<file path="config.mk">
export PLATFORM = sky130hd
export DESIGN_NAME = apu_ipc_mbox
export DESIGN_NICKNAME = d
export VERILOG_FILES = /design/src/rtl/apu_ipc_mbox.sv
export SDC_FILE = /design/constraint.sdc
export NUM_CORES = 1
export LEC_CHECK = 0
export CORE_UTILIZATION = 25
export DETAILED_ROUTE_END_ITERATION = 8
export PLACE_DENSITY = 0.45
export SETUP_SLACK_MARGIN = 0.3
export SLEW_MARGIN = 15
export SYNTH_ARGS = -nofsm -noshare
export SYNTH_HDL_FRONTEND = slang
export SYNTH_SLANG_ARGS = --single-unit
export TNS_END_PERCENT = 10
</file>
<file path="constraint.sdc">
create_clock -name clk -period 4.35 [get_ports clk]
set_clock_uncertainty 0.05 [all_clocks]
set_input_delay 1.305 -clock clk [delete_from_list [all_inputs] [get_ports clk]]
set_output_delay 1.305 -clock clk [all_outputs]
set_load 0.005 [all_outputs]
</file>
<file path="src/rtl/apu_ipc_mbox.sv">
// Inter-hart mailbox: one receive FIFO per hart behind a single AHB-Lite slave.
// Every register is banked by the requesting hart (ahbls_hmaster captured in the address phase).
module apu_ipc_mbox #(
   parameter int DEPTH   = 4,
   parameter int W_LEVEL = $clog2(DEPTH) + 1
) (
   input  logic        clk,
   input  logic        rst_n,
   input  logic [15:0] ahbls_haddr,
   input  logic [1:0]  ahbls_htrans,
   input  logic        ahbls_hwrite,
   input  logic [2:0]  ahbls_hsize,
   input  logic        ahbls_hready,
   output logic        ahbls_hready_resp,
   input  logic [31:0] ahbls_hwdata,
   output logic [31:0] ahbls_hrdata,
   output logic        ahbls_hresp,
   input  logic        ahbls_hmaster,
   output logic [1:0]  mbox_irq
);

   localparam int W_PTR = $clog2(DEPTH);

   logic                          dph_valid;
   logic                          dph_write;
   logic                          dph_master;
   logic                          dph_size_ok;
   logic [1:0]                    dph_addr;

   logic [31:0]                   mem [2][DEPTH];
   logic [1:0][W_PTR-1:0]         wptr;
   logic [1:0][W_PTR-1:0]         rptr;
   logic [1:0][W_LEVEL-1:0]       level;
   logic [1:0]                    wof;
   logic [1:0]                    roe;
   logic [1:0]                    irq_en;

   logic        dph_active;
   logic        rx;
   logic        tx;
   logic        rx_empty;
   logic        tx_full;
   logic        push;
   logic        pop;
   logic        wof_set;
   logic        roe_set;
   logic        stat_wr;
   logic        en_wr;
   logic [31:0] stat;
   logic [31:0] rdata;
   logic        unused_ok;

   assign ahbls_hready_resp = 1'b1;
   assign ahbls_hresp       = 1'b0;
   assign unused_ok         = ^{ahbls_haddr[15:4], ahbls_haddr[1:0], ahbls_htrans[0]};

   always_ff @(posedge clk or negedge rst_n) begin
      if (!rst_n) begin
         dph_valid   <= 1'b0;
         dph_write   <= 1'b0;
         dph_master  <= 1'b0;
         dph_size_ok <= 1'b0;
         dph_addr    <= 2'b00;
      end else if (ahbls_hready) begin
         dph_valid   <= ahbls_htrans[1];
         dph_write   <= ahbls_hwrite;
         dph_master  <= ahbls_hmaster;
         dph_size_ok <= (ahbls_hsize == 3'b010);
         dph_addr    <= ahbls_haddr[3:2];
      end
   end

   // The accessing hart receives on its own FIFO and transmits into the other one.
   assign dph_active = dph_valid & dph_size_ok;
   assign rx         = dph_master;
   assign tx         = ~dph_master;
   assign rx_empty   = (level[rx] == '0);
   assign tx_full    = (level[tx] == W_LEVEL'(DEPTH));

   assign push    = dph_active &  dph_write & (dph_addr == 2'd0) & ~tx_full;
   assign wof_set = dph_active &  dph_write & (dph_addr == 2'd0) &  tx_full;
   assign pop     = dph_active & ~dph_write & (dph_addr == 2'd1) & ~rx_empty;
   assign roe_set = dph_active & ~dph_write & (dph_addr == 2'd1) &  rx_empty;
   assign stat_wr = dph_active &  dph_write & (dph_addr == 2'd2);
   assign en_wr   = dph_active &  dph_write & (dph_addr == 2'd3);

   always_ff @(posedge clk or negedge rst_n) begin
      if (!rst_n) begin
         wptr   <= '0;
         rptr   <= '0;
         level  <= '0;
         wof    <= 2'b00;
         roe    <= 2'b00;
         irq_en <= 2'b00;
      end else begin
         // A single slave port means push and pop never hit the same cycle.
         if (push) begin
            wptr[tx]  <= wptr[tx] + 1'b1;
            level[tx] <= level[tx] + 1'b1;
         end
         if (pop) begin
            rptr[rx]  <= rptr[rx] + 1'b1;
            level[rx] <= level[rx] - 1'b1;
         end
         if (wof_set) wof[rx] <= 1'b1;
         if (roe_set) roe[rx] <= 1'b1;
         if (stat_wr) begin
            if (ahbls_hwdata[2]) wof[rx] <= 1'b0;
            if (ahbls_hwdata[3]) roe[rx] <= 1'b0;
         end
         if (en_wr) irq_en[rx] <= ahbls_hwdata[0];
      end
   end

   always_ff @(posedge clk) begin
      if (push) mem[tx][wptr[tx]] <= ahbls_hwdata;
   end

   always_comb begin
      stat                = '0;
      stat[0]             = ~rx_empty;
      stat[1]             = ~tx_full;
      stat[2]             = wof[rx];
      stat[3]             = roe[rx];
      stat[8 +: W_LEVEL]  = level[rx];
   end

   always_comb begin
      rdata = '0;
      if (dph_active && !dph_write) begin
         case (dph_addr)
            2'd1:    if (!rx_empty) rdata = mem[rx][rptr[rx]];
            2'd2:    rdata = stat;
            2'd3:    rdata[0] = irq_en[rx];
            default: rdata = '0;
         endcase
      end
   end

   assign ahbls_hrdata = rdata;
   assign mbox_irq[0]  = irq_en[0] & (level[0] != '0);
   assign mbox_irq[1]  = irq_en[1] & (level[1] != '0);

endmodule

</file>
==> flow_results.org, run 1 <==
** Clocking
- TritonCTS clock tree :: done
- Clock-pin slew was measured on the worst setup and hold paths at 0.06 ns.
- CTS built an H-tree with a depth of 1.
- In this run, CTS created clock tree buffers numbering 31.
- Root buffer selected by CTS :: sky130_fd_sc_hd__clkbuf_16
- Source-to-sink clock delay at the later pin of the worst-skew pair :: 0.58 ns
- Buffers from clock root to sink, at most :: 3
- CTS saw 282 sinks.

** Floorplanning
- During I/O placement, the number of pins put on the boundary was 94.
- The die covers roughly 48000 um2.
- The floorplan has 78 rows.
- Effective utilization at floorplan :: 25.6%
- The core region is 45800 um2.
- Die width :: roughly 220 um
- Die Y :: around 220 um

** Drt
- Per-cell via count in the routed design :: 4.50
- DRT iter0 DRCs :: about 370
- After detailed routing, the number of remaining DRC violations is 0.
- Wire length per cell after detailed routing :: 20.3 um
- 1st-pass router iterations :: 4
- In this run the remaining antenna-violating nets after routing total 0.
- The final route contains roughly 6.9k vias.
- Sum of routed wire length over all layers :: 31000 um

** Global routing
- The total overflow left after global routing is 0.
- Vias in the first global route :: 6959
- Total GRT Usage :: 13.1%
- The initial antenna violation count was 0.
- The first global-routing pass estimated 46200 um of wire.
- Pin count of the biggest net entering global routing :: 39

** Timing
- Static timing analysis puts the maximum clock frequency at 235 MHz.
- Setup repair after global routing could not meet its margin everywhere.
- The clock period could shrink to 4.25 ns.
- Post-route clock period utilization :: between 90% and 100%
- Post-route setup TNS :: 0 ns
- Max_slew headroom :: 53.4%
- Setup violations remaining at the end of the flow were counted as 0.
- Number of pins exceeding their max-slew limit in the final report :: 0
- Transition time at the pin with the least slew margin :: 0.699 ns
- Count of final hold-check violations :: 0

** Critical path
- Worst flop-to-flop path startpoint :: dph_master
- STA puts the critical path data arrival time at 2.89 ns.
- In this run the worst setup path begins at dph_master.
- In this run the worst path has a maximum fanout of 7.
- By startpoint and endpoint, the worst setup path is classified as reg2out.
- Required time worst endpoint :: 2.99 ns
- Setup crit end kind :: primary output
- Reg2reg path depth :: 8
- STA classifies the critical path startpoint as a register.

** Pwr
- In this run the static leakage power is just over 0.005 uW.
- Combinational cell fraction of total power :: 9.5%
- Sequential cells account for 48.8% of the total power.
- Total power divided by cell area :: approximately 420 nW/um2
- IR drop worst, VDD :: around 0.23 mV
- The internal power of the cells totals 4770 uW.
- Clock group share of total power :: between 40% and 50%
- Of the total power, the share spent switching nets is between 20% and 30%.
- Net switching power :: 1480 uW

** Cells and area
- Area added between synthesis and finish :: 27.6%
- Cells with a size suffix above 1 make up 19.7% of the layout.
- The finished layout holds 1527 standard cells, fillers aside.
- Fin nets :: 974
- Fill count :: 4459
- Antenna diode count :: 0
- Core occupancy in the finished layout :: approximately a third

** Run status
- The flow ran to the end, and the final reports show no timing, DRC or antenna violations.

** Yosys
- For this run, asynchronously set or reset flops after synthesis account for 9.22%.
- For this run, the register share of the synthesized area comes to 71.2%.
- Post-synthesis net count :: approximately 840
- Yosys printed 0 warnings.
- Synthesis inferred 282 register bits.
- A synthesized cell averages 15.2 um2.
- Synthesis produced 772 cells.
- For this run, the leading register cell type out of synthesis is sky130_fd_sc_hd__edfxtp_1.
- Number of synthesized flops with an enable pin :: 256
- The synthesized netlist occupies a cell area of 11700 um2.
- Netlist cell types :: 42

** Hold path
- Launch instance of the worst min-delay path :: wptr[1]
- Cell depth of the worst min-delay path :: 1
- Path type of the worst min-delay path :: reg2reg

** Placement
- Routability-driven placement finished with a final weighted congestion of 0.696.
- Placed wire-length estimate :: about 18000 um
- Cells after DPL :: 1438
- Buffers placed on the I/O ports in this run total 76.

** Job
- Max-cap viol count :: 0
==> Yosys cell counts (all sizes together) (2+ instances only) <==
| cell type | instances | area share (%) |
|---|---|---|
| dfrtp | 26 | 5.6 |
| nand2 | 113 | 3.6 |
| nand4b | 3 | 0.22 |
| mux4 | 9 | 1.8 |
| nor3 | 5 | 0.21 |
| o31a | 3 | 0.22 |
| conb | 2 | 0.064 |
| a21oi | 32 | 1.4 |
| a211o | 5 | 0.37 |
| a31oi | 2 | 0.11 |
| buf | 32 | 1.4 |
| nand3 | 54 | 2.3 |
| o21ai | 10 | 0.43 |
| mux2i | 111 | 9.5 |
| a311oi | 5 | 0.37 |
| xnor2 | 5 | 0.37 |
| nor3b | 2 | 0.13 |
| nor2 | 8 | 0.26 |
| clkbuf | 15 | 0.48 |
| a41oi | 6 | 0.45 |
| mux2 | 19 | 1.9 |
| o211ai | 4 | 0.26 |
| and2 | 6 | 0.32 |
| and3 | 7 | 0.37 |
| edfxtp | 256 | 66 |
| inv | 10 | 0.32 |
| ha | 13 | 1.4 |
==> final timing paths <==
check / end / slack, ns
min reg2reg: wptr[1] / 0.46
min in group asynchronous: dph_addr[1] / 1.06
max in group asynchronous: rptr[3] / 2.87
max reg2reg: mem[1][106] / 1.20
min: wptr[1] / 0.46
max: ahbls_hrdata[22] / 0.10
==> what timing repair did <==
item                       CTS  global route
resized for setup           65            13
cloned                       4             1
setup endpoints to repair   32            32
hold buffers                 0             0
setup buffers               24             3
pin swaps                    4             2
==> cell families (layout without fill, tap and decap cells) <==
logic type / count (synthesis) / after routing / synth area share, %
DFF: 282 / 282 / 71.2
and+or+nand+nor: 202 / 202 / 7.74
muxes: 139 / 140 / 13.1
AOI/OAI and AO/OA: 71 / 71 / 3.85
buffers and inverters: 57 / 211 / 2.21
adders and majority gates: 13 / 13 / 1.39
xor gates and xnor gates: 6 / 6 / 0.449
other: 2 / 2 / 0.0641
==> placed cells by master, fill, tap and decap left out, types with 3 or more instances in the layout <==
cell / synthesis / routed
sky130_fd_sc_hd__bufinv_16: 0 / 3
sky130_fd_sc_hd__o211ai_1: 4 / 4
sky130_fd_sc_hd__clkbuf_1: 15 / 3
sky130_fd_sc_hd__o31a_1: 3 / 3
sky130_fd_sc_hd__edfxtp_1: 256 / 256
sky130_fd_sc_hd__a41oi_1: 6 / 6
sky130_fd_sc_hd__dfrtp_1: 26 / 23
sky130_fd_sc_hd__nor2_1: 8 / 7
sky130_fd_sc_hd__clkinv_1: 0 / 9
sky130_fd_sc_hd__nor3_1: 5 / 5
sky130_fd_sc_hd__nand4b_1: 3 / 3
sky130_fd_sc_hd__inv_1: 10 / 8
sky130_fd_sc_hd__and3_2: 0 / 4
sky130_fd_sc_hd__ha_1: 13 / 11
sky130_fd_sc_hd__clkinvlp_4: 0 / 6
sky130_fd_sc_hd__clkdlybuf4s50_1: 0 / 55
sky130_fd_sc_hd__a211o_1: 5 / 5
sky130_fd_sc_hd__xnor2_1: 5 / 5
sky130_fd_sc_hd__mux4_2: 8 / 8
sky130_fd_sc_hd__buf_4: 3 / 50
sky130_fd_sc_hd__mux2i_4: 0 / 3
sky130_fd_sc_hd__a21oi_4: 0 / 6
sky130_fd_sc_hd__o21ai_0: 10 / 10
sky130_fd_sc_hd__nand2_1: 113 / 113
sky130_fd_sc_hd__and3_1: 7 / 3
sky130_fd_sc_hd__buf_6: 2 / 5
sky130_fd_sc_hd__mux2_2: 18 / 18
sky130_fd_sc_hd__dlygate4sd2_1: 0 / 19
sky130_fd_sc_hd__mux2i_1: 111 / 107
sky130_fd_sc_hd__a21oi_1: 32 / 16
sky130_fd_sc_hd__nand3_1: 54 / 53
sky130_fd_sc_hd__buf_12: 0 / 7
sky130_fd_sc_hd__clkbuf_16: 0 / 32
sky130_fd_sc_hd__a21oi_2: 0 / 10
sky130_fd_sc_hd__and2_2: 0 / 4
sky130_fd_sc_hd__a311oi_1: 5 / 3
==> metrics by stage <==
step | power [uW] | hold WS, ns | instance area (um2) | setup WS, ns
6_report | 6250 | 0.459 | 14900 | 0.101
5_1_grt | 6470 | 0.483 | 14900 | 0.00623
4_1_cts | 6290 | 0.462 | 14900 | 0.0359
3_5_place_dp | 3590 | 0.447 | 13400 | 0.259
3_3_place_gp | 3590 | 0.441 | 13400 | 0.263
2_1_floorplan | 3370 | 0.430 | 11700 | 0.653
==> state kept, by name (all words and copies together) (netlist names), 2 cells and up <==
name,flops
level,6
wof,2
rptr,4
mem,256
dph_addr,2
wptr,4
irq_en,2
roe,2
==> final cells by class <==
class / count / area, um2 / share of cell area, %
Timing Repair Buffer: 144 / 1460 / 9.75
Clock buffer: 35 / 801 / 5.36
Tap cell: 600 / 751 / 5.02
Inverter: 10 / 40.0 / 0.268
Clock inverter: 22 / 208 / 1.39
Sequential cell: 282 / 8340 / 55.8
Multi-Input combinational cell: 434 / 3340 / 22.4
==> critical path, cell delays in order, from the launching register on <==
cell                              delay, ns
sky130_fd_sc_hd__dfrtp_4               0.57
sky130_fd_sc_hd__mux2i_4               0.22
sky130_fd_sc_hd__ha_2                  0.22
sky130_fd_sc_hd__ha_4                  0.17
sky130_fd_sc_hd__inv_4                 0.06
sky130_fd_sc_hd__nand3_4               0.08
sky130_fd_sc_hd__buf_12                0.16
sky130_fd_sc_hd__buf_12                0.14
sky130_fd_sc_hd__a21oi_2               0.15
sky130_fd_sc_hd__clkdlybuf4s50_1       0.53
==> metal layers <==
layer	global-route usage [%]	up-vias	wire, um
met2	20.6	127	14100
met5	0	-	0
met1	18.7	3519	15100
li1	-	3181	-
met3	2.42	43	1220
met4	2.87	0	538
==> power groups by stage <==
stage | clock network, uW | logic [uW] | registers [uW]
after global placement | 0 | 491 | 3100
after floorplan | 0 | 297 | 3080
final | 2600 | 594 | 3050
after global routing | 2770 | 653 | 3050
after detailed placement | 0 | 495 | 3100
after CTS | 2670 | 569 | 3050
Note: power is estimated with default switching activity, not from simulation.
==> inputs of run 2 (changes only) <==
--- a/config.mk
+++ b/config.mk
@@ -5,9 +5,10 @@
 export SDC_FILE = /design/constraint.sdc
 export NUM_CORES = 1
 export LEC_CHECK = 0
+export ABC_AREA = 1
+export CAP_MARGIN = 20
 export CORE_UTILIZATION = 25
 export DETAILED_ROUTE_END_ITERATION = 8
-export PLACE_DENSITY = 0.45
 export SETUP_SLACK_MARGIN = 0.3
 export SLEW_MARGIN = 15
 export SYNTH_ARGS = -nofsm -noshare
==> run 2 against run 1 <==
The flow now finishes with violations (DRC). Utilization decreased by 0.62 points. Critical path depth increased by 3. Worst setup slack improved by 0.15 ns. Combinational power increased by 47%. Global-route usage decreased by 0.64 points. Fmax increased by 3.7%. Routed wire length increased by 0.33%. Area after synthesis increased by 1.7%. Largest power group unchanged. Count of clock-buffer cells in the layout decreased by 4.
==> flow_results.org, run 2 <==
** Critical path
- In this run the worst path has a maximum fanout of 6.
- Among cell families on the critical path, the largest total delay comes from buffers and inverters.
- The endpoint identified for the worst register-to-register timing path is mem[0][122].
- Data arrives at the worst endpoint at between 2 and 3 ns.
- The slowest stage of the critical path is the sky130_fd_sc_hd__dfrtp_4 cell.
- On the worst path, the slowest cell contributes a delay of roughly 0.51 ns.
- In this run the critical register-to-register path is launched from dph_master.
- Data on the critical path is required at its endpoint by 2.99 ns.
- Sort of element at the start of the critical path :: register
- Class of the most critical setup path :: reg2out
- Walking the worst path, the cells encountered are buf_6, buf_8, nand2_1, o21a_1, ha_2, inv_2, nand2_4, nor2_4, clkinv_4, clkbuf_16, a21oi_4, clkbuf_2.
- STA classifies the critical path endpoint as a primary output.
- Together, buffers and inverters on the worst path number 6.
- Reg2reg path depth :: 9
- In this run the register-to-register setup slack is about 1.1 ns.

** Yosys
- Count of state elements after synthesis :: about 280
- Netlist cell types :: 36
- Sequential fraction of the synthesis area :: between 70% and 80%
- The most common cell in the synthesized netlist is sky130_fd_sc_hd__nand2_1.
- Synthesis produced a netlist with a net count of about 1.1k.
- The synthesized design spends more area on one cell type than any other, namely sky130_fd_sc_hd__edfxtp_1.
- Most numerous cell types in the synthesized netlist :: sky130_fd_sc_hd__nand2_1 (322), sky130_fd_sc_hd__edfxtp_1 (256), sky130_fd_sc_hd__nand3_1 (188)
- Averaged over all synthesized cells, the footprint is 11.6 um2.
- Number of warning messages in the yosys log :: 0
- Of all flip-flops after synthesis, the portion carrying an async set or reset was 9.22%.
- Counting flops with a built-in enable in the synthesized netlist gives 256.
- Synthesis produced a netlist whose cell count is 1023.
- The most used flip-flop cell after synthesis is sky130_fd_sc_hd__edfxtp_1.
- The top cell type by area accounts for 64.5% of the synthesized area.
- By area the synthesized netlist is led by sky130_fd_sc_hd__edfxtp_1 (65%), sky130_fd_sc_hd__nand2_1 (10%), sky130_fd_sc_hd__nand3_1 (7.9%), sky130_fd_sc_hd__dfrtp_1 (5.5%), sky130_fd_sc_hd__inv_1 (1.4%).
- The synthesized netlist occupies a cell area of 11900 um2.

** Global routing
- Total GRT Usage :: 12.5%
- Pin count of the biggest net entering global routing :: 60
- Remaining global-route overflow :: 0
- The initial antenna violation count was 2.
- The number of global-route vias before repair is 7564.
- First-pass GRT wire length :: between 40000 and 50000 um

** Cells and area
- Share of cells above drive strength 1 :: between 15 and 20%
- Number of flip-flops under the largest register name :: around 260
- Multi-input combinational cell area :: around 3300 um2
- The sequential cells in the finished layout cover a total of 8340 um2.
- Fin nets :: 1199
- Commonest non-fill, non-tap cell in the layout :: sky130_fd_sc_hd__nand2_1
- Antenna diode count :: 0
- Measured on the finished design, the core utilization comes to 32.0%.
- Area added between synthesis and finish :: 25.7%
- Top library cells by usage in the layout, fill and taps aside :: sky130_fd_sc_hd__nand2_1 (317), sky130_fd_sc_hd__edfxtp_1 (256), sky130_fd_sc_hd__nand3_1 (188), sky130_fd_sc_hd__clkdlybuf4s50_1 (44), sky130_fd_sc_hd__inv_1 (42)
- Counting the fill cells in the layout gives approximately 4.6k.

** Drt
- After detailed routing, the average wire length per cell comes to 17.8 um.
- Once detail routing completed, the nets flagged for antenna violations numbered 0.
- Sum of routed wire length over all layers :: 31100 um
- Dividing the detail-routed via count by the number of cells gives 4.56.
- Number of remaining DRC errors :: 8
- 1st-pass router iterations :: 7
- DRT iter0 DRCs :: 630
- The routed layout has 8002 vias.

** Timing
- Max_slew headroom :: 50.7%
- Transition time at the pin with the least slew margin :: 0.738 ns
- Summed over all failing endpoints, the final setup total negative slack is 0 ns.
- Of the available clock period, the critical path in the final layout requires ~94%.
- Setup repair after global routing could not meet its margin everywhere.
- Count of final hold-check violations :: 0
- Final setup viols :: 0
- Number of pins exceeding their max-slew limit in the final report :: 0
- Final min period :: 4.10 ns
- Static timing analysis puts the maximum clock frequency at 244 MHz.

** Hold path
- Cell depth of the worst min-delay path :: 2
- In this run the most critical hold path is launched from wptr[0].
- Path type of the worst min-delay path :: reg2reg
- Capture endpoint of the worst hold path :: wptr[0]

** Placement
- Detailed placement ended at an HPWL of 16200 um.
- GP Congestion :: 0.774
- I/O Buffers :: 76

** Floorplanning
- The initial utilization of the core area, before any placement, comes to 25.5%.
- Die Footprint :: 48500 um2
- From bottom edge to top edge, the die measures 220 um.
- Die width :: ~220 um
- The core region is 46800 um2.
- Total I/O pin count :: 94
- The floorplan has 79 rows.

** Clocking
- TritonCTS clock tree :: done
- Root buffer selected by CTS :: sky130_fd_sc_hd__clkbuf_16
- After clock tree synthesis, the clock-pin slew on the worst setup and hold paths is 0.06 ns.
- For this design, the sink count on the clock tree is 282.
- Clock tree synthesis inserted a total of 27 buffers.
- After clock tree synthesis, the flow added hold-fix buffers numbering 0.
- The later pin in the worst-skew pair is clocked with a latency of around 0.56 ns.
- In this run the number of H-tree levels came out at 1.
- The clock passes through at most 3 buffers.

** Pwr
- Total power divided by cell area :: 417 nW/um2
- IR analysis of the VDD net gives a maximum drop of ~0.27 mV.
- Leak Pwr :: between 0.005 and 0.006 uW

** Run status
- The final reports fail on DRC.
- Result of the run :: finished, violations left

** Job
- The tool flagged a number of max-cap violations equal to 0.
run 2: cell count changes in the layout (fill, tap and decap cells not counted), moves of 16 or more:
cell	change
sky130_fd_sc_hd__nand2_1	+204
sky130_fd_sc_hd__nand3_1	+135
sky130_fd_sc_hd__mux2i_1	-100
sky130_fd_sc_hd__inv_1	+34
sky130_fd_sc_hd__buf_4	-25
sky130_fd_sc_hd__dlygate4sd2_1	-18
sky130_fd_sc_hd__mux2_2	-17
sky130_fd_sc_hd__clkbuf_2	+16
run 2: where the power goes:
part | internal (uW) | total (uW) | switching (uW)
combinational | 347 | 875 | 528
sequential | 3000 | 3040 | 38.4
clock | 1320 | 2330 | 1010
total | 4670 | 6250 | 1580
run 2: per-stage QoR:
step / hold slack [ns] / worst slack, ns / total power (uW) / cells / cell area, um2
finish: 0.435 / 0.254 / 6250 / 1753 / 15000
detailed placement: 0.423 / 0.203 / 3830 / 1674 / 13400
CTS: 0.441 / 0.203 / 6230 / 1738 / 14800
floorplan: 0.396 / 0.832 / 3570 / 1023 / 11900
global placement: 0.412 / 0.195 / 3820 / 1674 / 13400
global route: 0.471 / 0.157 / 6490 / 1753 / 15000
run 2: repair_timing:
item,4_1_cts,5_1_grt
gates cloned,5,5
setup endpoints to repair,32,31
setup buffers,12,10
resized for setup,120,64
pin swaps,4,4
run 2: cell type report:
class                      instances  area share [%]
inverter                          47            1.31
tap                              607            5.07
sequential                       282            55.7
timing repair buffer             132            9.88
clock buffer                      31            4.61
multi-input combinational        638            22.3
clock inverter                    16            1.15
run 2: worst max path at each step:
stage | start | end | slack (ns) | cells past startpoint
floorplan | dph_master | ahbls_hrdata[11] | 0.83 | 14
global placement | dph_master | ahbls_hrdata[10] | 0.19 | 11
detailed placement | dph_master | ahbls_hrdata[10] | 0.20 | 11
CTS | dph_master | ahbls_hrdata[0] | 0.20 | 12
global route | dph_master | ahbls_hrdata[13] | 0.16 | 12
finish | dph_master | ahbls_hrdata[24] | 0.25 | 12
run 2: routing by layer:
layer / track usage [%] / share of wire, % / vias up
met5: 0 / 0.077 / -
met4: 2.53 / 1.6 / 4
met3: 2.24 / 6.4 / 45
met2: 20.4 / 47 / 251
met1: 17.3 / 45 / 3941
li1: - / - / 3761
run 2: worst reg2reg max path, cell delays in order (launching register included):
cell                        delay (ns)
sky130_fd_sc_hd__dfrtp_4          0.55
sky130_fd_sc_hd__buf_6            0.16
sky130_fd_sc_hd__buf_8            0.12
sky130_fd_sc_hd__buf_4            0.16
sky130_fd_sc_hd__bufbuf_16        0.35
sky130_fd_sc_hd__o21ai_0          0.34
sky130_fd_sc_hd__ha_1             0.22
sky130_fd_sc_hd__inv_1            0.09
sky130_fd_sc_hd__nor2_4           0.60
sky130_fd_sc_hd__buf_4            0.34
run 2: cells by family (layout without fill, tap and decap cells):
logic type | count (synthesis) | after routing | synth area share (%)
AND/OR/NAND/NOR | 544 | 544 | 19.9
multiplexers | 8 | 8 | 0.683
other | 2 | 2 | 0.0630
AO/OA/AOI/OAI | 68 | 68 | 3.15
adder cells (fa/ha/maj) | 13 | 13 | 1.37
buffers and inverters | 103 | 226 | 4.51
flip-flops | 282 | 282 | 70.0
XOR/XNOR | 3 | 3 | 0.284
